**src/rtl/l1_dcache_if.sv**
```systemverilog
// CPU load/store port and L2 request port of the L1 data cache.
//
// Handshake semantics (both sides):
//   CPU side: the CPU raises cpu_read or cpu_write and holds it, together
//   with cpu_addr/cpu_data_in, until it sees the one-cycle cpu_ready pulse.
//   It must drop or change the request by the edge that ends that pulse.
//   L2 side: the cache raises l2_read or l2_write and holds l2_addr and
//   l2_data_out stable until a rising edge where l2_ready=1. That edge
//   completes the transaction and l2_data_in is captured on it. l2_ready
//   is ignored while no L2 request is outstanding.
interface l1_dcache_if #(
  parameter int ADDR_WIDTH = 32,
  parameter int DATA_WIDTH = 32
);
  logic [ADDR_WIDTH-1:0] cpu_addr;
  logic [DATA_WIDTH-1:0] cpu_data_in;
  logic                  cpu_read;
  logic                  cpu_write;
  logic [DATA_WIDTH-1:0] cpu_data_out;
  logic                  cpu_ready;
  logic [ADDR_WIDTH-1:0] l2_addr;
  logic [DATA_WIDTH-1:0] l2_data_out;
  logic [DATA_WIDTH-1:0] l2_data_in;
  logic                  l2_read;
  logic                  l2_write;
  logic                  l2_ready;

  // Cache side of the link.
  modport slave (
    input  cpu_addr, cpu_data_in, cpu_read, cpu_write, l2_data_in, l2_ready,
    output cpu_data_out, cpu_ready, l2_addr, l2_data_out, l2_read, l2_write
  );

  // Environment side: the CPU together with the L2 cache.
  modport master (
    output cpu_addr, cpu_data_in, cpu_read, cpu_write, l2_data_in, l2_ready,
    input  cpu_data_out, cpu_ready, l2_addr, l2_data_out, l2_read, l2_write
  );
endinterface

```
**src/rtl/l1_dcache.sv**
```systemverilog
// Direct-mapped, write-through, no-write-allocate L1 data cache.
// Read misses refill the whole line one word at a time over L2. Every store
// is forwarded to L2; store hits also update the local copy. Saturating
// hit/miss counters support performance monitoring. All CPU/L2 outputs are
// registered, so an L2 request is low for at least one cycle between words.
module l1_dcache #(
  parameter int DATA_WIDTH = 32,
  parameter int ADDR_WIDTH = 32,
  parameter int CACHE_SIZE = 256,
  parameter int BLOCK_SIZE = 16
) (
  input  logic        clk,
  input  logic        rst_n,
  l1_dcache_if.slave  bus,
  output logic [31:0] hit_count,
  output logic [31:0] miss_count,
  output logic [2:0]  dbg_state
);
  localparam int LINES = CACHE_SIZE / BLOCK_SIZE;
  localparam int WORDS = BLOCK_SIZE / 4;
  localparam int OFF_W = $clog2(WORDS);
  localparam int IDX_W = $clog2(LINES);
  localparam int TAG_W = ADDR_WIDTH - IDX_W - OFF_W - 2;
  localparam int IDX_LO = OFF_W + 2;
  localparam int TAG_LO = IDX_W + OFF_W + 2;

  typedef enum logic [2:0] {
    IDLE        = 3'd0,
    REFILL_REQ  = 3'd1,
    REFILL_WAIT = 3'd2,
    WR_REQ      = 3'd3,
    RESPOND     = 3'd4
  } state_t;

  state_t state, state_n;

  logic [LINES-1:0]      valid;
  logic [TAG_W-1:0]      tag_arr  [LINES];
  logic [DATA_WIDTH-1:0] data_arr [LINES][WORDS];

  // Request address latched in IDLE; the CPU inputs are not re-read later.
  logic [ADDR_WIDTH-1:2] req_addr;
  logic [OFF_W-1:0]      cnt;

  logic [DATA_WIDTH-1:0] cpu_data_out_q;
  logic                  cpu_ready_q;
  logic [ADDR_WIDTH-1:0] l2_addr_q;
  logic [DATA_WIDTH-1:0] l2_data_out_q;
  logic                  l2_read_q;
  logic                  l2_write_q;

  logic [OFF_W-1:0] cpu_off, req_off;
  logic [IDX_W-1:0] cpu_idx, req_idx;
  logic [TAG_W-1:0] cpu_tag, req_tag;
  logic             cpu_hit;

  assign cpu_off = bus.cpu_addr[IDX_LO-1:2];
  assign cpu_idx = bus.cpu_addr[TAG_LO-1:IDX_LO];
  assign cpu_tag = bus.cpu_addr[ADDR_WIDTH-1:TAG_LO];
  assign req_off = req_addr[IDX_LO-1:2];
  assign req_idx = req_addr[TAG_LO-1:IDX_LO];
  assign req_tag = req_addr[ADDR_WIDTH-1:TAG_LO];
  assign cpu_hit = valid[cpu_idx] && (tag_arr[cpu_idx] == cpu_tag);

  assign bus.cpu_data_out = cpu_data_out_q;
  assign bus.cpu_ready    = cpu_ready_q;
  assign bus.l2_addr      = l2_addr_q;
  assign bus.l2_data_out  = l2_data_out_q;
  assign bus.l2_read      = l2_read_q;
  assign bus.l2_write     = l2_write_q;
  assign dbg_state        = state;

  // State register.
  always_ff @(posedge clk or negedge rst_n) begin
    if (!rst_n) state <= IDLE;
    else        state <= state_n;
  end

  // Next-state logic; stores take priority over loads in IDLE.
  always_comb begin
    state_n = state;
    case (state)
      IDLE: begin
        if (bus.cpu_write)     state_n = WR_REQ;
        else if (bus.cpu_read) state_n = cpu_hit ? RESPOND : REFILL_REQ;
      end
      REFILL_REQ:  state_n = REFILL_WAIT;
      REFILL_WAIT: if (bus.l2_ready) state_n = (&cnt) ? RESPOND : REFILL_REQ;
      WR_REQ:      if (bus.l2_ready) state_n = RESPOND;
      RESPOND:     state_n = IDLE;
      default:     state_n = IDLE;
    endcase
  end

  // Control, output and counter registers; reset abandons any L2 request.
  always_ff @(posedge clk or negedge rst_n) begin
    if (!rst_n) begin
      valid          <= '0;
      req_addr       <= '0;
      cnt            <= '0;
      cpu_data_out_q <= '0;
      cpu_ready_q    <= 1'b0;
      l2_addr_q      <= '0;
      l2_data_out_q  <= '0;
      l2_read_q      <= 1'b0;
      l2_write_q     <= 1'b0;
      hit_count      <= '0;
      miss_count     <= '0;
    end else begin
      cpu_ready_q <= (state_n == RESPOND);
      case (state)
        IDLE: begin
          if (bus.cpu_write || bus.cpu_read) begin
            req_addr <= bus.cpu_addr[ADDR_WIDTH-1:2];
            if (cpu_hit) begin
              if (hit_count != 32'hFFFF_FFFF) hit_count <= hit_count + 32'd1;
            end else begin
              if (miss_count != 32'hFFFF_FFFF) miss_count <= miss_count + 32'd1;
            end
          end
          if (bus.cpu_write) begin
            l2_write_q    <= 1'b1;
            l2_addr_q     <= bus.cpu_addr & ~ADDR_WIDTH'(3);
            l2_data_out_q <= bus.cpu_data_in;
          end else if (bus.cpu_read) begin
            if (cpu_hit) cpu_data_out_q <= data_arr[cpu_idx][cpu_off];
            else         cnt <= '0;
          end
        end
        REFILL_REQ: begin
          l2_read_q <= 1'b1;
          l2_addr_q <= {req_addr[ADDR_WIDTH-1:IDX_LO], cnt, 2'b00};
        end
        REFILL_WAIT: begin
          if (bus.l2_ready) begin
            l2_read_q <= 1'b0;
            cnt       <= cnt + 1'b1;
            if (&cnt) begin
              valid[req_idx] <= 1'b1;
              // The requested word may be the one arriving on this edge.
              cpu_data_out_q <= (req_off == cnt) ? bus.l2_data_in
                                                 : data_arr[req_idx][req_off];
            end
          end
        end
        WR_REQ: if (bus.l2_ready) l2_write_q <= 1'b0;
        default: ;
      endcase
    end
  end

  // Tag and data arrays: refill words, line tag, and store-hit updates.
  always_ff @(posedge clk) begin
    if (state == IDLE && bus.cpu_write && cpu_hit)
      data_arr[cpu_idx][cpu_off] <= bus.cpu_data_in;
    if (state == REFILL_WAIT && bus.l2_ready) begin
      data_arr[req_idx][cnt] <= bus.l2_data_in;
      if (&cnt) tag_arr[req_idx] <= req_tag;
    end
  end
endmodule

```
**src/flat_wrapper.sv**
```systemverilog
// flat-port wrapper written by rule: the top's interface ports become plain ports
module l1_dcache_flat 
#(
  parameter int DATA_WIDTH = 32,
  parameter int ADDR_WIDTH = 32,
  parameter int CACHE_SIZE = 256,
  parameter int BLOCK_SIZE = 16
)
  (clk, rst_n, hit_count, miss_count, dbg_state, bus_cpu_addr, bus_cpu_data_in, bus_cpu_read, bus_cpu_write, bus_l2_data_in, bus_l2_ready, bus_cpu_data_out, bus_cpu_ready, bus_l2_addr, bus_l2_data_out, bus_l2_read, bus_l2_write);
  l1_dcache_if #(.ADDR_WIDTH(ADDR_WIDTH), .DATA_WIDTH(DATA_WIDTH)) bus_i ();
  input  logic clk;
  input  logic rst_n;
  output logic [31:0] hit_count;
  output logic [31:0] miss_count;
  output logic [2:0] dbg_state;
  input wire logic [$bits(bus_i.cpu_addr)-1:0] bus_cpu_addr;
  input wire logic [$bits(bus_i.cpu_data_in)-1:0] bus_cpu_data_in;
  input wire logic [$bits(bus_i.cpu_read)-1:0] bus_cpu_read;
  input wire logic [$bits(bus_i.cpu_write)-1:0] bus_cpu_write;
  input wire logic [$bits(bus_i.l2_data_in)-1:0] bus_l2_data_in;
  input wire logic [$bits(bus_i.l2_ready)-1:0] bus_l2_ready;
  output wire logic [$bits(bus_i.cpu_data_out)-1:0] bus_cpu_data_out;
  output wire logic [$bits(bus_i.cpu_ready)-1:0] bus_cpu_ready;
  output wire logic [$bits(bus_i.l2_addr)-1:0] bus_l2_addr;
  output wire logic [$bits(bus_i.l2_data_out)-1:0] bus_l2_data_out;
  output wire logic [$bits(bus_i.l2_read)-1:0] bus_l2_read;
  output wire logic [$bits(bus_i.l2_write)-1:0] bus_l2_write;
  assign bus_i.cpu_addr = bus_cpu_addr;
  assign bus_i.cpu_data_in = bus_cpu_data_in;
  assign bus_i.cpu_read = bus_cpu_read;
  assign bus_i.cpu_write = bus_cpu_write;
  assign bus_i.l2_data_in = bus_l2_data_in;
  assign bus_i.l2_ready = bus_l2_ready;
  assign bus_cpu_data_out = bus_i.cpu_data_out;
  assign bus_cpu_ready = bus_i.cpu_ready;
  assign bus_l2_addr = bus_i.l2_addr;
  assign bus_l2_data_out = bus_i.l2_data_out;
  assign bus_l2_read = bus_i.l2_read;
  assign bus_l2_write = bus_i.l2_write;
  l1_dcache #(.DATA_WIDTH(DATA_WIDTH), .ADDR_WIDTH(ADDR_WIDTH), .CACHE_SIZE(CACHE_SIZE), .BLOCK_SIZE(BLOCK_SIZE)) u_core (.clk(clk), .rst_n(rst_n), .bus(bus_i), .hit_count(hit_count), .miss_count(miss_count), .dbg_state(dbg_state));
endmodule
```
**config.mk**
```make
export PLATFORM = sky130hd
export DESIGN_NAME = l1_dcache_flat
export DESIGN_NICKNAME = d
export VERILOG_FILES = /design/src/rtl/l1_dcache_if.sv /design/src/rtl/l1_dcache.sv /design/src/flat_wrapper.sv
export SDC_FILE = /design/constraint.sdc
export NUM_CORES = 2
export LEC_CHECK = 0
export CAP_MARGIN = 5
export CORE_UTILIZATION = 52
export CTS_BUF_LIST = sky130_fd_sc_hd__clkbuf_16
export DETAILED_ROUTE_END_ITERATION = 8
export PLACE_DENSITY = 0.69
export SLEW_MARGIN = 40
export SYNTH_ARGS = -nofsm -noshare
export SYNTH_HDL_FRONTEND = slang
export SYNTH_SLANG_ARGS = --single-unit
export TNS_END_PERCENT = 100
```
**constraint.sdc**
```tcl
create_clock -name clk -period 6.1 [get_ports clk]
set_clock_uncertainty 0.2 [all_clocks]
set_input_delay 1.22 -clock clk [delete_from_list [all_inputs] [get_ports clk]]
set_output_delay 1.22 -clock clk [all_outputs]
set_load 0.02 [all_outputs]
```
==> flow_summary.rst <==
.. list-table::
   :header-rows: 1

   * - Metric
     - Value
   * - Total DRC errors in the routed layout
     - 0
   * - Portion of the clock cycle consumed by the worst path in the final layout
     - 0.804
   * - Worst Setup Path Type
     - in -> reg
   * - Area contributors post-synth
     - edfxtp_1, mux4_2, dfrtp_1
   * - H-tree lvl count
     - 5
   * - Detailed-route wire length
     - 371000 µm
   * - Netlist Area Pre-Place
     - 0.119 mm²
   * - Setup TNS
     - 0 ps
   * - EDFF count, synth
     - 2432
   * - Area growth from synthesis to layout
     - 16.0%
   * - Switching power share of the total
     - 0.306
   * - Yosys warning total
     - 0
   * - Sequential element share of the synthesized area
     - 0.658
   * - Synth Area per Inst
     - 21.0 µm²
   * - Crit path required time
     - 6480 ps
   * - Nets
     - 6245
   * - Max FO, Critical Path
     - 28
   * - Placer Congestion
     - 0.836
   * - Wire length of the first global-routing pass
     - 519000 µm
   * - Post-synthesis instance total
     - 5677
   * - Worst min-delay path category
     - in -> async
   * - Count of state elements after synthesis
     - 2644
   * - Layout Utilization
     - 0.607
   * - Crit path DAT
     - 5280 ps
   * - Detailed-placement wirelength estimate
     - 217000 µm
   * - Clock tree from TritonCTS
     - built
   * - Remaining antenna violation count
     - 0
   * - First-pass iteration count of the detailed router
     - 6
   * - Max Buffers Root-to-Sink
     - 4
   * - Slew Viols, Final
     - 0
   * - Max-cap violations
     - 0
   * - # fillers
     - 15.8k
   * - Starting density of the core
     - 0.523
   * - Cell with the most instances after synthesis
     - edfxtp_1
   * - Element type at the critical path start
     - input port
   * - Slew margin rel.
     - 0.368
   * - Overflow after GRT
     - 0
   * - Post-CTS Hold Fix Bufs
     - 0
   * - Result of the run
     - finished, final reports clean
   * - RSZ-0062 raised after global routing
     - no
   * - Max rail drop VDD
     - 417 µV
   * - Setup Viol. Count Final
     - 0
   * - Time the worst path needs with I/O delays and setup
     - 4910 ps
   * - Source-to-sink clock delay at the later pin of the worst-skew pair
     - 950 ps
   * - Number of vias after detailed routing
     - 67.4k
   * - Top Ports
     - 267
   * - CTS Buf Count
     - 294
   * - Number of DRC markers after the initial detailed-route iteration
     - 11.4k
   * - Register cell area after layout
     - 0.0784 mm²
   * - Sinks on Clock Net
     - 2644
   * - Static leakage
     - 44.4 nW
   * - Area of the multi-input gates
     - 0.0394 mm²
   * - Clock root buffer
     - clkbuf_16
   * - Top cells by instance count after synthesis
     - edfxtp_1, mux4_2, nand2_1
   * - Number of cells in the finished layout apart from fillers
     - 9363
   * - Ratio of cells with drive above 1 in the final layout
     - 0.360
   * - Area of the core region
     - 0.227 mm²
   * - Number of cell rows
     - 175
   * - Cell internal pwr
     - 38.0 mW
   * - Critical path endpoint category
     - flip-flop
   * - Total net switching power
     - 16.8 mW
   * - Fmax achieved
     - 204 MHz
   * - Share of power burned in registers
     - 0.421
   * - Clock edge transition at the registers on the reported setup and hold paths
     - 60 ps
   * - Count of buffers inserted at the top-level ports
     - 262
   * - Final routed wire length divided by cell count
     - 39.7 µm
   * - Total power per unit cell area
     - 397 mW/mm²
   * - Die Y
     - 480 µm
   * - Largest net degree at the start of global routing
     - 124
   * - Fraction of registers with async set/reset
     - 0.0802
   * - Clock network fraction of design power
     - 0.304
   * - Logic pwr share
     - 0.275
   * - Worst hold slack
     - 5.84 ps
   * - Die Span X
     - 480 µm
   * - Post CTS Setup Buffer Count
     - 0
   * - Total die area
     - 0.231 mm²
   * - Pin slew with the least headroom to its limit
     - 948 ps
   * - Gates resized, CTS repair
     - 0
   * - Cell taking the most area after synthesis
     - edfxtp_1
   * - Number of failing hold endpoints at the final stage
     - 0
   * - Post-placement cell count
     - 8845
   * - Number of antenna violations at the first check in global routing
     - 12
   * - Netlist cell types
     - 63
   * - Main synth FF type
     - edfxtp_1
   * - Number of vias per cell after detailed routing
     - 7.20
   * - Total Routing Usage GR
     - 0.325
   * - Vias in the first global route
     - 67.1k
   * - Area fraction of the dominant cell type after synthesis
     - 0.614
[per-stage QoR]
| step | worst slack [ps] | power [mW] | instance area (µm²) |
|---|---|---|---|
| after global routing | 1060 | 56.3 | 138000 |
| after CTS | 1250 | 54.8 | 138000 |
| after global placement | 378 | 38.0 | 128000 |
| final | 1190 | 54.8 | 138000 |
| after floorplan | 156 | 32.3 | 119000 |
| after detailed placement | 280 | 38.3 | 129000 |
[kinds of logic after synthesis]
logic type	Yosys count	synth area share
DFF	2644	0.658
AOI/OAI and AO/OA	260	0.0151
xor gates and xnor gates	95	0.00699
and+or+nand+nor	641	0.0250
muxes	1588	0.277
buffers and inverters	442	0.0168
adders and majority gates	6	0.000631
other	1	0.0000315
[power by group through the flow]
| stage | Combinational, mW | Sequential, mW | Clock (mW) |
|---|---|---|---|
| 4_1_cts | 14.9 | 23.1 | 16.8 |
| 5_1_grt | 15.7 | 23.1 | 17.5 |
| 6_report | 15.1 | 23.0 | 16.7 |
| 2_1_floorplan | 9.04 | 23.3 | 0 |
| 3_3_place_gp | 14.6 | 23.3 | 0 |
| 3_5_place_dp | 14.8 | 23.4 | 0 |
[cell type report]
class,count,area share
diodes,8,0.000145
clock buffers,299,0.0542
clock inverters,205,0.00988
inverters,18,0.000489
multi-input cells,2592,0.285
flip-flops and latches,2644,0.568
well taps,3009,0.0273
repair buffers,588,0.0553
[flip-flops by register name (all words and copies together), names as in the netlist]
signal,cells
u_core.bus.cpu_data_out,32
u_core.cnt,2
u_core.bus.cpu_ready,1
u_core.bus.l2_read,1
u_core.miss_count,32
u_core.bus.l2_data_out,32
u_core.bus.l2_write,1
u_core.bus.l2_addr,30
u_core.req_addr,30
u_core.dbg_state,3
u_core.hit_count,32
u_core.data_arr,2048
u_core.valid,16
u_core.tag_arr,384
[per-layer routing]
metal  vias to the layer above  wire, µm  GRT usage
li1                      25430         -          -
met1                     36359    134000      0.447
met2                      4802    176000      0.503
met3                       796     46000     0.0829
met4                        10     15700      0.126
met5                         -        66          0
[path summary, 6_finish.rpt]
check / startpoint / endpoint / slack, ps / cells after the start
worst max-delay path: bus_cpu_addr[4] / u_core.data_arr[1][122]$_DFFE_PP_ / 1190 / 14
worst min-delay path: rst_n / u_core.req_addr[14]$_DFFE_PN0P_ / 6 / 1
worst max register to register: u_core.cnt[0]$_DFFE_PN0P_ / u_core.data_arr[7][6]$_DFFE_PP_ / 1410 / 10
worst min register to register: u_core.valid[14]$_DFFE_PN0P_ / u_core.valid[14]$_DFFE_PN0P_ / 260 / 1
max in group asynchronous: rst_n / u_core.miss_count[17]$_DFFE_PN0P_ / 4570 / 2
min in group clk: u_core.valid[14]$_DFFE_PN0P_ / u_core.valid[14]$_DFFE_PN0P_ / 260 / 1
[cell usage in the layout, fill, tap and decap left out, types with 39 or more instances in the layout]
master,n
edfxtp_1,2432
buf_4,130
nand2_1,295
o21ai_0,82
a221oi_1,70
xnor2_1,56
nor2_4,82
buf_12,163
clkbuf_16,299
clkdlybuf4s50_1,255
clkinv_2,46
mux2_2,66
xor2_1,39
mux4_2,1358
nor2_1,64
clkinv_1,56
inv_1,87
mux2i_1,164
dfrtp_1,207
[critical path, cell delays in order]
cell and delay (ps):
buf_8 280, buf_4 410, mux4_2 560, mux2i_1 180
xnor2_1 90, mux2i_1 300, o2111ai_1 170, a21oi_1 350
buf_4 200, nand3_2 190, o41a_2 520, buf_12 190
nor2_4 210, buf_12 280
No activity file was read; power rests on OpenSTA's default activity.
